`config.mk`:
```
export PLATFORM = sky130hd
export DESIGN_NAME = coin_detector
export DESIGN_NICKNAME = d
export VERILOG_FILES = /design/src/rtl/coin_detector.sv
export SDC_FILE = /design/constraint.sdc
export NUM_CORES = 1
export LEC_CHECK = 0
export BUFFER_PORTS_ARGS = -buffer_cell sky130_fd_sc_hd__buf_2
export CAP_MARGIN = 20
export CORE_ASPECT_RATIO = 0.75
export CORE_MARGIN = 5
export CORE_UTILIZATION = 41
export CTS_BUF_LIST = sky130_fd_sc_hd__clkbuf_8
export CTS_CLUSTER_DIAMETER = 60
export DETAILED_ROUTE_END_ITERATION = 16
export MAX_ROUTING_LAYER = met4
export REMOVE_ABC_BUFFERS = 1
export SLEW_MARGIN = 10
export SYNTH_ARGS = -nofsm -noshare
export SYNTH_HDL_FRONTEND = slang
export SYNTH_SLANG_ARGS = --single-unit
```
`constraint.sdc`:
```
create_clock -name clk -period 3.7 [get_ports clk]
set_input_delay 0.74 -clock clk [delete_from_list [all_inputs] [get_ports clk]]
set_output_delay 0.74 -clock clk [all_outputs]
set_load 0.005 [all_outputs]
```
`src/rtl/coin_detector.sv`:
```
// -----------------------------------------------------------------------------
// coin_detector
//
// Front end for the vending-machine FSM. It synchronises and debounces the two
// raw coin-chute sensors and rejects events where both sensors are active.
// It produces one clean event per physical coin.
//
// Ports
//   clk         : system clock, rising edge
//   rst         : asynchronous, active-low reset
//   sense_5     : raw 5-unit chute sensor (asynchronous, high = coin present)
//   sense_10    : raw 10-unit chute sensor (asynchronous, high = coin present)
//   coin_code   : 01 = 5 units, 10 = 10 units; 00 whenever coin_valid = 0
//   coin_valid  : one-cycle strobe for an accepted coin
//   coin_reject : one-cycle strobe for an ambiguous event (both sensors active)
//   busy        : high whenever the FSM is not in IDLE
// -----------------------------------------------------------------------------
module coin_detector #(
  parameter int DEBOUNCE_CYCLES = 4,   // 2..255
  parameter int GAP_CYCLES      = 8    // 0..255
) (
  input  logic       clk,
  input  logic       rst,
  input  logic       sense_5,
  input  logic       sense_10,
  output logic [1:0] coin_code,
  output logic       coin_valid,
  output logic       coin_reject,
  output logic       busy
);

  localparam int MAX_CNT = (DEBOUNCE_CYCLES > GAP_CYCLES) ? DEBOUNCE_CYCLES : GAP_CYCLES;
  localparam int CNT_W   = $clog2(MAX_CNT + 1);

  localparam logic [CNT_W-1:0] CNT_MAX  = CNT_W'(MAX_CNT);
  localparam logic [CNT_W-1:0] DEB_FULL = CNT_W'(DEBOUNCE_CYCLES);
  localparam logic [CNT_W-1:0] DEB_LAST = CNT_W'(DEBOUNCE_CYCLES - 1);
  // With no lockout this value is never used, so clamp it to keep the cast legal.
  localparam logic [CNT_W-1:0] GAP_LAST = CNT_W'((GAP_CYCLES == 0) ? 0 : GAP_CYCLES - 1);

  localparam logic [1:0] CODE_5  = 2'b01;
  localparam logic [1:0] CODE_10 = 2'b10;

  typedef enum logic [2:0] {
    IDLE,
    DEBOUNCE,
    EMIT,
    REJECT,
    RELEASE,
    LOCKOUT
  } state_t;

  // Two-flop synchronisers
  logic s5_meta_q, s5_q;
  logic s10_meta_q, s10_q;

  always_ff @(posedge clk or negedge rst) begin
    if (!rst) begin
      s5_meta_q  <= 1'b0;
      s5_q       <= 1'b0;
      s10_meta_q <= 1'b0;
      s10_q      <= 1'b0;
    end else begin
      s5_meta_q  <= sense_5;
      s5_q       <= s5_meta_q;
      s10_meta_q <= sense_10;
      s10_q      <= s10_meta_q;
    end
  end

  state_t           state_q;
  logic [CNT_W-1:0] cnt_q;
  logic [1:0]       cand_q;
  logic [1:0]       coin_code_q;
  logic             coin_valid_q;
  logic             coin_reject_q;
  logic             busy_q;

  // Candidate sensor and the opposite sensor, as seen from the latched candidate
  logic cand_hi;
  logic other_hi;

  always_comb begin
    cand_hi  = (cand_q == CODE_5) ? s5_q  : s10_q;
    other_hi = (cand_q == CODE_5) ? s10_q : s5_q;
  end

  function automatic logic [CNT_W-1:0] sat_inc(input logic [CNT_W-1:0] v);
    return (v == CNT_MAX) ? v : v + 1'b1;
  endfunction

  // Outputs are registered. Each strobe is set on the transition into the
  // state it belongs to, so the strobe is aligned with that state.
  always_ff @(posedge clk or negedge rst) begin
    if (!rst) begin
      state_q       <= IDLE;
      cnt_q         <= '0;
      cand_q        <= 2'b00;
      coin_code_q   <= 2'b00;
      coin_valid_q  <= 1'b0;
      coin_reject_q <= 1'b0;
      busy_q        <= 1'b0;
    end else begin
      coin_code_q   <= 2'b00;
      coin_valid_q  <= 1'b0;
      coin_reject_q <= 1'b0;

      case (state_q)
        IDLE: begin
          if (s5_q && s10_q) begin
            state_q       <= REJECT;
            coin_reject_q <= 1'b1;
            busy_q        <= 1'b1;
          end else if (s5_q || s10_q) begin
            cand_q  <= s5_q ? CODE_5 : CODE_10;
            cnt_q   <= CNT_W'(1);
            state_q <= DEBOUNCE;
            busy_q  <= 1'b1;
          end
        end

        DEBOUNCE: begin
          // An ambiguous event takes priority over the glitch filter.
          if (other_hi) begin
            state_q       <= REJECT;
            coin_reject_q <= 1'b1;
          end else if (!cand_hi) begin
            state_q <= IDLE;
            busy_q  <= 1'b0;
          end else if (cnt_q == DEB_FULL) begin
            state_q      <= EMIT;
            coin_valid_q <= 1'b1;
            coin_code_q  <= cand_q;
          end else begin
            cnt_q <= sat_inc(cnt_q);
          end
        end

        EMIT, REJECT: begin
          state_q <= RELEASE;
          cnt_q   <= '0;
        end

        RELEASE: begin
          // cnt_q counts consecutive all-low samples. Any high sample restarts it,
          // so a coin parked in the chute holds this state.
          if (s5_q || s10_q) begin
            cnt_q <= '0;
          end else if (cnt_q == DEB_LAST) begin
            cnt_q <= '0;
            if (GAP_CYCLES == 0) begin
              state_q <= IDLE;
              busy_q  <= 1'b0;
            end else begin
              state_q <= LOCKOUT;
            end
          end else begin
            cnt_q <= sat_inc(cnt_q);
          end
        end

        LOCKOUT: begin
          if (cnt_q == GAP_LAST) begin
            cnt_q   <= '0;
            state_q <= IDLE;
            busy_q  <= 1'b0;
          end else begin
            cnt_q <= sat_inc(cnt_q);
          end
        end

        default: begin
          state_q <= IDLE;
          cnt_q   <= '0;
          busy_q  <= 1'b0;
        end
      endcase
    end
  end

  assign coin_code   = coin_code_q;
  assign coin_valid  = coin_valid_q;
  assign coin_reject = coin_reject_q;
  assign busy        = busy_q;

endmodule

```
==> impl_metrics.json <==
{
  "die_h_um": 52.7,
  "fp-row-count": 15,
  "rsz0062_at_grt": "false",
  "reg2reg_slack_ns": 1.83,
  "power_uw": 789,
  "startpoint": "s5_q",
  "cts_root_buf": "clkbuf_8",
  "cts_resized": 0,
  "critPathArrivalTime_ns": 2.04,
  "fmax_ghz": 0.535,
  "worst_pin_slew_ns": 0.514,
  "synth-seq-area-share_pct": 45.2,
  "grtUsageTotal_pct": 13.0,
  "drtAntennaViolNets": 0,
  "die_area_sq_um": 3530,
  "required_ns": 3.87,
  "gp_congestion": 0.842,
  "cts_buffers": 3,
  "ir_drop_v": 0.000443,
  "hp-class": "reg2reg",
  "first_global_vias": 687,
  "ys.flop_type": "dfrtp_1",
  "syn_area_per_cell_sq_um": 9.32,
  "die_w_um": 66.9,
  "syn_to_final_growth_pct": 9.03,
  "vias_per_cell": 5.15,
  "avgRoutedWirePerCell_um": 12.8,
  "yosysTopAreaCell": "dfrtp_1",
  "holdCritStartpoint": "s10_meta_q",
  "drt_first_pass_iters": 4,
  "clock_path_buffers": 2,
  "maxCapViolations": 0,
  "cts_sinks": 18,
  "cts_tree": "done",
  "hpwl_um": 1350,
  "cp_top_family": "compound AO/OA/AOI/OAI gates",
  "drcViolationCount": 0,
  "synth-async-reset-ratio_pct": 100,
  "num_antenna_cells": 0,
  "cp_slowest_cell": "dfrtp_1",
  "setup_viol": 0,
  "slew_headroom_pct": 65.5,
  "power_density_nw_per_um2": 726,
  "crit_buf_inv": 1,
  "drv_slew": 0,
  "grt_max_degree": 19,
  "final_common_cell": "dfrtp_1",
  "holdBufCountCts": 0,
  "totalWireLength_um": 1880,
  "cp_cell_sequence": "inv_1, ha_1, a21oi_1, a21o_1, a311oi_1, nand2_1, o21ai_0",
  "io_pins": 9,
  "critPathMaxStageDelay_ns": 0.43,
  "final_nets": 124,
  "finClkSkew_ns": 0.00227,
  "start_kind": "flip-flop",
  "grt_pass1_wl_um": 3290,
  "grt_overflow": 0,
  "grt_antenna_before_repair": 0,
  "layout_common_cells": "dfrtp_1 (18), nor2_1 (11), nand2_1 (11)",
  "syn_inst": 107,
  "r2r-start": "s5_q",
  "initial_utilization_pct": 43.2,
  "synth_top_area_share_pct": 45.2,
  "drive_above_1_share_pct": 13.3,
  "syn-cell-area_sq_um": 997,
  "synth-edff-count": 0,
  "coreArea_sq_um": 2310,
  "port_buffers": 8,
  "route.vias.total": 757,
  "critPathMaxFanout": 6,
  "drt-initial-drc-count": 41,
  "cts_setup_buffers": 0,
  "h-tree-depth": 1,
  "period_needed_ns": 1.87,
  "hold_viol": 0,
  "crit_path_end_kind": "flip-flop",
  "status": "completed",
  "synth_seq_cells": 18,
  "yosysUniqueCellTypes": 35,
  "finalCritPeriodShare_pct": 50.5,
  "clkLatencyLatePin_ns": 0.25,
  "clk_pin_slew_ns": 0.06,
  "fin_tns_setup_ns": 0,
  "yosysWarnings": 0,
  "path_class": "reg2reg",
  "p_leak_uw": 0.000495,
  "synth_area_leaders": "dfrtp_1 (45%), ha_1 (6.3%), nand2_1 (4.1%)"
}
==> through the flow <==
step	setup slack, ns	utilization, %	cell area [sq um]	instances	hold WS (ns)
floorplan	2.07	-	963	102	0.331
global placement	1.91	45.3	1050	144	0.331
finish	1.83	47.1	1090	147	0.355
detailed placement	1.86	45.3	1050	144	0.347
CTS	1.84	47.1	1090	147	0.361
global route	1.66	47.1	1090	147	0.364
==> cells in the mapped netlist (all sizes together) (2+ instances only) <==
cell and count:
a21oi 8, and2 4, buf 3, clkbuf 2, dfrtp 18, ha 5
inv 6, nand2 11, nand2b 2, nand3 2, nand3b 2, nor2 11
nor2b 3, nor3 3, o21ai 11, o22ai 2
==> report_power, final <==
group	leakage, uW	switching (uW)	internal, uW
clock network	0.0000216	57.9	72.1
logic	0.000244	182	148
registers	0.000229	77.9	251
==> cells by family after synthesis <==
kind of cell	count (synthesis)	synth area share, %
flip-flops	18	45.2
AO/OA/AOI/OAI	30	20.1
buffers and inverters	11	5.65
AND/OR/NAND/NOR	43	22.8
adder cells (fa/ha/maj)	5	6.27
==> path summary, 6_finish.rpt <==
| kind | to | cells after the start |
|---|---|---|
| worst min register to register | s10_q | 0 |
| worst min-delay path | s10_q | 0 |
| max in group asynchronous | cnt_q[1] | 1 |
| worst max-delay path | cnt_q[1] | 7 |
| worst max register to register | cnt_q[1] | 7 |
| min in group asynchronous | s5_meta_q | 1 |
==> cell type report <==
| class | count | area, sq um |
|---|---|---|
| Clock buffer | 3 | 41.3 |
| Fill cell | 235 | 1220 |
| Inverter | 6 | 22.5 |
| Multi-Input combinational cell | 78 | 490 |
| Sequential cell | 18 | 450 |
| Tap cell | 34 | 42.5 |
| Timing Repair Buffer | 8 | 40.0 |
==> sequential cells by signal, summed over array words and instances, names as in the netlist <==
signal,cells
cnt_q,4
state_q,3
cand_q,2
coin_code,2
busy,1
coin_reject,1
coin_valid,1
s10_meta_q,1
s10_q,1
s5_meta_q,1
s5_q,1
==> metal layers <==
| metal | global-route usage (%) | part of all wire [%] | vias up | wire length (um) |
|---|---|---|---|---|
| li1 | - | - | 381 | - |
| met1 | 18.2 | 52 | 350 | 975 |
| met2 | 17.3 | 41 | 24 | 770 |
| met3 | 4.51 | 6.3 | 2 | 118 |
| met4 | 4.04 | 0.75 | 0 | 14 |
| met5 | - | 0 | - | 0 |
==> worst reg2reg max path, cell delays in order, from the launching register on <==
cell	delay, ns
dfrtp_1	0.43
inv_1	0.14
ha_1	0.27
a21oi_1	0.12
a21o_1	0.21
a311oi_1	0.38
nand2_1	0.09
o21ai_0	0.15
No activity file was read; power rests on OpenSTA's default activity.
